--- src/rtl/fifo_uart_tx.sv ---
// Drains a byte FIFO onto an 8N1 UART line, LSB first, one pop per frame.
// tx, busy and frame_done are registered; fifo_rd is the only combinational output.
module fifo_uart_tx #(
  parameter int CLKS_PER_BIT = 16,
  parameter int DATA_W       = 8
) (
  input  logic              clk,
  input  logic              rst,
  input  logic              fifo_empty,
  input  logic              fifo_wr,
  input  logic [DATA_W-1:0] fifo_dout,
  output logic              fifo_rd,
  output logic              tx,
  output logic              busy,
  output logic              frame_done
);

  // state | meaning
  // IDLE  | line high, pop a byte when the FIFO has one and no write collides
  // LOAD  | one cycle for the FIFO's registered dout to settle, then capture it
  // START | start bit (low) for CLKS_PER_BIT cycles
  // DATA  | eight data bits, LSB first
  // STOP  | stop bit (high); frame_done marks its last cycle

  localparam int            CW       = $clog2(CLKS_PER_BIT);
  localparam logic [CW-1:0] BAUD_TC  = CW'(CLKS_PER_BIT - 1);
  localparam logic [CW-1:0] BAUD_PRE = CW'(CLKS_PER_BIT - 2);
  localparam logic [2:0]    LAST_BIT = 3'(DATA_W - 1);

  typedef enum logic [2:0] {IDLE, LOAD, START, DATA, STOP} state_t;

  state_t            state_q, state_d;
  logic              tx_q, tx_d;
  logic              busy_q, busy_d;
  logic              done_q, done_d;
  logic [CW-1:0]     baud_q, baud_d;
  logic [2:0]        bit_q, bit_d;
  logic [DATA_W-1:0] shift_q, shift_d;
  logic              baud_tc;

  assign baud_tc = (baud_q == BAUD_TC);

  always_comb begin
    state_d = state_q;
    tx_d    = tx_q;
    baud_d  = baud_q;
    bit_d   = bit_q;
    shift_d = shift_q;
    done_d  = 1'b0;
    fifo_rd = 1'b0;
    unique case (state_q)
      IDLE: begin
        // The FIFO ignores a read that coincides with a write, so yield to the producer.
        if (!fifo_empty && !fifo_wr && !rst) begin
          fifo_rd = 1'b1;
          state_d = LOAD;
        end
      end
      LOAD: begin
        shift_d = fifo_dout;
        tx_d    = 1'b0;
        baud_d  = '0;
        state_d = START;
      end
      START: begin
        if (baud_tc) begin
          baud_d  = '0;
          tx_d    = shift_q[0];
          bit_d   = '0;
          state_d = DATA;
        end else begin
          baud_d = baud_q + 1'b1;
        end
      end
      DATA: begin
        if (baud_tc) begin
          baud_d = '0;
          if (bit_q == LAST_BIT) begin
            tx_d    = 1'b1;
            state_d = STOP;
          end else begin
            shift_d = shift_q >> 1;
            tx_d    = shift_q[1];
            bit_d   = bit_q + 3'd1;
          end
        end else begin
          baud_d = baud_q + 1'b1;
        end
      end
      STOP: begin
        // Registered pulse: set one cycle early so it lands on the last stop cycle.
        done_d = (baud_q == BAUD_PRE);
        if (baud_tc) begin
          baud_d  = '0;
          state_d = IDLE;
        end else begin
          baud_d = baud_q + 1'b1;
        end
      end
      default: state_d = IDLE;
    endcase
    busy_d = (state_d != IDLE);
  end

  always_ff @(posedge clk) begin
    if (rst) begin
      state_q <= IDLE;
      tx_q    <= 1'b1;
      busy_q  <= 1'b0;
      done_q  <= 1'b0;
      baud_q  <= '0;
      bit_q   <= '0;
      shift_q <= '0;
    end else begin
      state_q <= state_d;
      tx_q    <= tx_d;
      busy_q  <= busy_d;
      done_q  <= done_d;
      baud_q  <= baud_d;
      bit_q   <= bit_d;
      shift_q <= shift_d;
    end
  end

  assign tx         = tx_q;
  assign busy       = busy_q;
  assign frame_done = done_q;

endmodule

--- config.mk ---
export PLATFORM = sky130hd
export DESIGN_NAME = fifo_uart_tx
export DESIGN_NICKNAME = d
export VERILOG_FILES = /design/src/rtl/fifo_uart_tx.sv
export SDC_FILE = /design/constraint.sdc
export NUM_CORES = 1
export LEC_CHECK = 0
export ABC_AREA = 1
export CELL_PAD_IN_SITES_DETAIL_PLACEMENT = 0
export CELL_PAD_IN_SITES_GLOBAL_PLACEMENT = 2
export CORE_MARGIN = 4
export CORE_UTILIZATION = 28
export DETAILED_ROUTE_END_ITERATION = 7
export PLACE_DENSITY_LB_ADDON = 0.1
export SLEW_MARGIN = 20
export SYNTH_ARGS = -nofsm -noshare
export SYNTH_HDL_FRONTEND = slang
export SYNTH_SLANG_ARGS = --single-unit
export TNS_END_PERCENT = 1
--- constraint.sdc ---
create_clock -name clk -period 1.53 [get_ports clk]
set_clock_uncertainty 0.05 [all_clocks]
set_input_delay 0.306 -clock clk [delete_from_list [all_inputs] [get_ports clk]]
set_output_delay 0.306 -clock clk [all_outputs]
set_load 0.01 [all_outputs]
==> metrics.md <==
| Metric | Value |
|---|---|
| Data required time at the worst endpoint | `1170 ps` |
| Worst Setup Start Kind | `flip-flop` |
| DR pass1 iterations | `4` |
| Max_cap viols | `0` |
| CTS root buffer | `clkbuf_8` |
| Synth Cell Area | `0.001134 mm2` |
| Final #Nets | `225` |
| Initial drt markers | `40` |
| Via count | `1111` |
| Largest family of logic cells by synthesized area | `simple AND/OR/NAND/NOR gates` |
| Most common library cells after synthesis | `57 x nand2_1, 27 x nor2_1, 22 x inv_1` |
| Crit path max fanout | `2` |
| Area after DPL | `0.001445 mm2` |
| Final Hold Fails | `0` |
| Starting Density | `0.2984` |
| Yosys warns | `0` |
| Leakage power of the design | `0.7766 nW` |
| Slew Limit Headroom | `0.8601` |
| Slowest CP cell | `clkdlybuf4s50_1` |
| CP Capture Type | `output pin` |
| Final HPWL DP | `1.929 mm` |
| Via density | `4.340` |
| Port buffer count | `15` |
| Synth area leader | `dfxtp_1` |
| Initial antenna violation count | `0` |
| Synthesized area per cell | `6.404 um2` |
| Die area | `0.005131 mm2` |
| CTS Buffer Depth | `2` |
| Number of global-route vias before repair | `1071` |
| Worst VDD drop | `636.4 uV` |
| Number of hold buffers added after cts | `0` |
| Power Density | `825.3 mW/mm2` |
| Cells along the critical path | `clkdlybuf4s50_1` |
| Layout Utilization | `0.3982` |
| CTS tree | `yes` |
| Hold Crit Class | `flip-flop to flip-flop` |
| Drt total wl | `2.482 mm` |
| Fin crit share | `0.9706` |
| CTS buffer count | `3` |
| Die W | `71.63 um` |
| Synth area leaders | `dfxtp_1 37%, nand2_1 19%, nor2_1 8.9%` |
| Synth cell types | `19` |
| First-pass GRT wire length | `4.567 mm` |
| Adder-Cell Fraction of Synth Area | `0.04415` |
| Unrepaired setup endpoints after global routing | `yes` |
| Synth Net Count | `193` |
| Synth Area in Simple Gates | `0.4183` |
| Outcome | `completed` |
| Top flip-flop cell by instance count after synthesis | `dfxtp_1` |
| Setup violators final | `0` |
| Largest net degree at the start of global routing | `16` |
| Top delay family on crit path | `buffers and inverters` |
| Yosys reg bits | `21` |
| Placer Congestion | `0.7728` |
| Clock transition at the registers of the reported paths | `70 ps` |
| Setup CP Type | `flip-flop to output pin` |
| Die span in y | `71.63 um` |
| Area share of the largest cell type after synthesis | `0.3709` |
| Core footprint | `0.003799 mm2` |
| DRC viols | `0` |
| Filler Cell Count | `417` |
| FP Rows | `22` |
| Worst-Margin Slew | `209.0 ps` |
| Critical Path AT | `1130 ps` |
| GRT Residual Overflow | `0` |
| Post-DR wirelength/cell | `9.695 um` |
| Proportion of layout cells with a drive suffix above 1 | `0.1538` |
| Setup TNS | `0 ps` |
| Clk sinks | `21` |
| Post-synthesis mux area share | `0` |
| Syn Inst Count | `177` |
| Final instance area | `0.001513 mm2` |
| Max Slew Vio Count | `0` |
| Clk_lat worst skew | `250 ps` |
| Ys async rst share | `0` |
| Worst path max stage delay | `540 ps` |
| Compound-Gate Fraction of Synth Area | `0.06623` |
| GRT Overall Usage | `0.1086` |
| Boundary Pins | `16` |
| Seq/Total Area, Yosys | `0.3709` |
| Post-CTS setup buffers | `0` |
| Max frequency | `673.4 MHz` |
| Bufs and invs on worst path | `1` |
| Total power | `1.248 mW` |
| Xor/xnor share of the synthesized area | `0` |
| Layout area overhead | `33.44%` |
| DP Cell Count | `252` |
| Count leader, synth | `nand2_1` |
| Post-synth EDFFs | `0` |
| Ant diodes | `0` |
| H-tree levels | `1` |
| Post-route antenna net violation count | `0` |
| Crit path time final | `1485 ps` |
| Finished Layout Cells | `256` |
==> routing by layer <==
| metal | vias up | global-route usage | share of wire |
|---|---|---|---|
| li1 | 613 | - | - |
| met1 | 484 | 0.1414 | 0.50 |
| met2 | 12 | 0.1776 | 0.46 |
| met3 | 2 | 0.03506 | 0.039 |
| met4 | 0 | 0.01879 | 0.0077 |
| met5 | - | 0 | 0 |
==> placed cells by master, fill, tap and decap left out <==
| cell | n |
|---|---|
| nor3_1 | 1 |
| dfxtp_2 | 1 |
| nand3_2 | 1 |
| a21oi_1 | 4 |
| inv_1 | 21 |
| nand3_1 | 19 |
| buf_12 | 1 |
| nor2_1 | 26 |
| nand2_1 | 56 |
| or2_2 | 1 |
| nor2_2 | 1 |
| dfxtp_1 | 20 |
| nand4_1 | 1 |
| clkbuf_1 | 1 |
| ha_2 | 1 |
| clkdlybuf4s50_1 | 14 |
| o21ai_0 | 8 |
| buf_4 | 15 |
| ha_1 | 3 |
| buf_2 | 1 |
| a21boi_0 | 1 |
| inv_2 | 1 |
| clkbuf_8 | 3 |
| nand2_8 | 1 |
| nor2_4 | 1 |
| nand2_2 | 3 |
| o21bai_1 | 1 |
| nand2_4 | 1 |
==> final cells by class <==
class	instances	area [um2]	area share
clock buffers	4	45.04	0.02978
inverters	22	82.58	0.05459
multi-input cells	130	625.6	0.4136
flip-flops and latches	21	421.7	0.2787
well taps	48	60.06	0.03970
repair buffers	31	277.8	0.1836
==> state kept, by name, indices dropped and copies added (netlist names) <==
name        flops
bit_q           3
tx              1
baud_q          4
state_q         3
busy            1
shift_q         8
frame_done      1
==> final timing paths <==
| path | start | to | slack, ps | cells after the start |
|---|---|---|---|---|
| hold reg to reg | tx | tx | 420 | 2 |
| hold / removal | tx | tx | 420 | 2 |
| setup / recovery | tx | tx | 40 | 1 |
| setup reg to reg | bit_q[0] | shift_q[2] | 120 | 8 |
==> cells by family (layout without fill, tap and decap cells) <==
group / count (synthesis) / in the layout
fa+ha+maj: 4 / 4
compound gates: 14 / 14
simple gates: 112 / 112
buf+inv: 26 / 57
flops: 21 / 21
==> per-stage QoR <==
stage,hold slack [ps],setup slack [ps]
finish,424.2,44.99
global route,452.9,-5.917
global placement,404.9,-315.0
CTS,422.5,7.987
detailed placement,402.4,-334.7
floorplan,394.5,135.1
==> timing repair <==
action,in CTS,in global routing
pin swaps,0,1
setup endpoints to repair,1,13
hold endpoints to repair,0,0
cloned,0,0
gates resized for setup,4,8
==> report_power, final <==
group | internal, mW | switching (mW) | leakage, nW
sequential | 0.589 | 0.0191 | 0.171
clock | 0.185 | 0.169 | 0.0228
combinational | 0.136 | 0.150 | 0.583
total | 0.910 | 0.338 | 0.777
No activity file was read; power rests on OpenSTA's default activity.
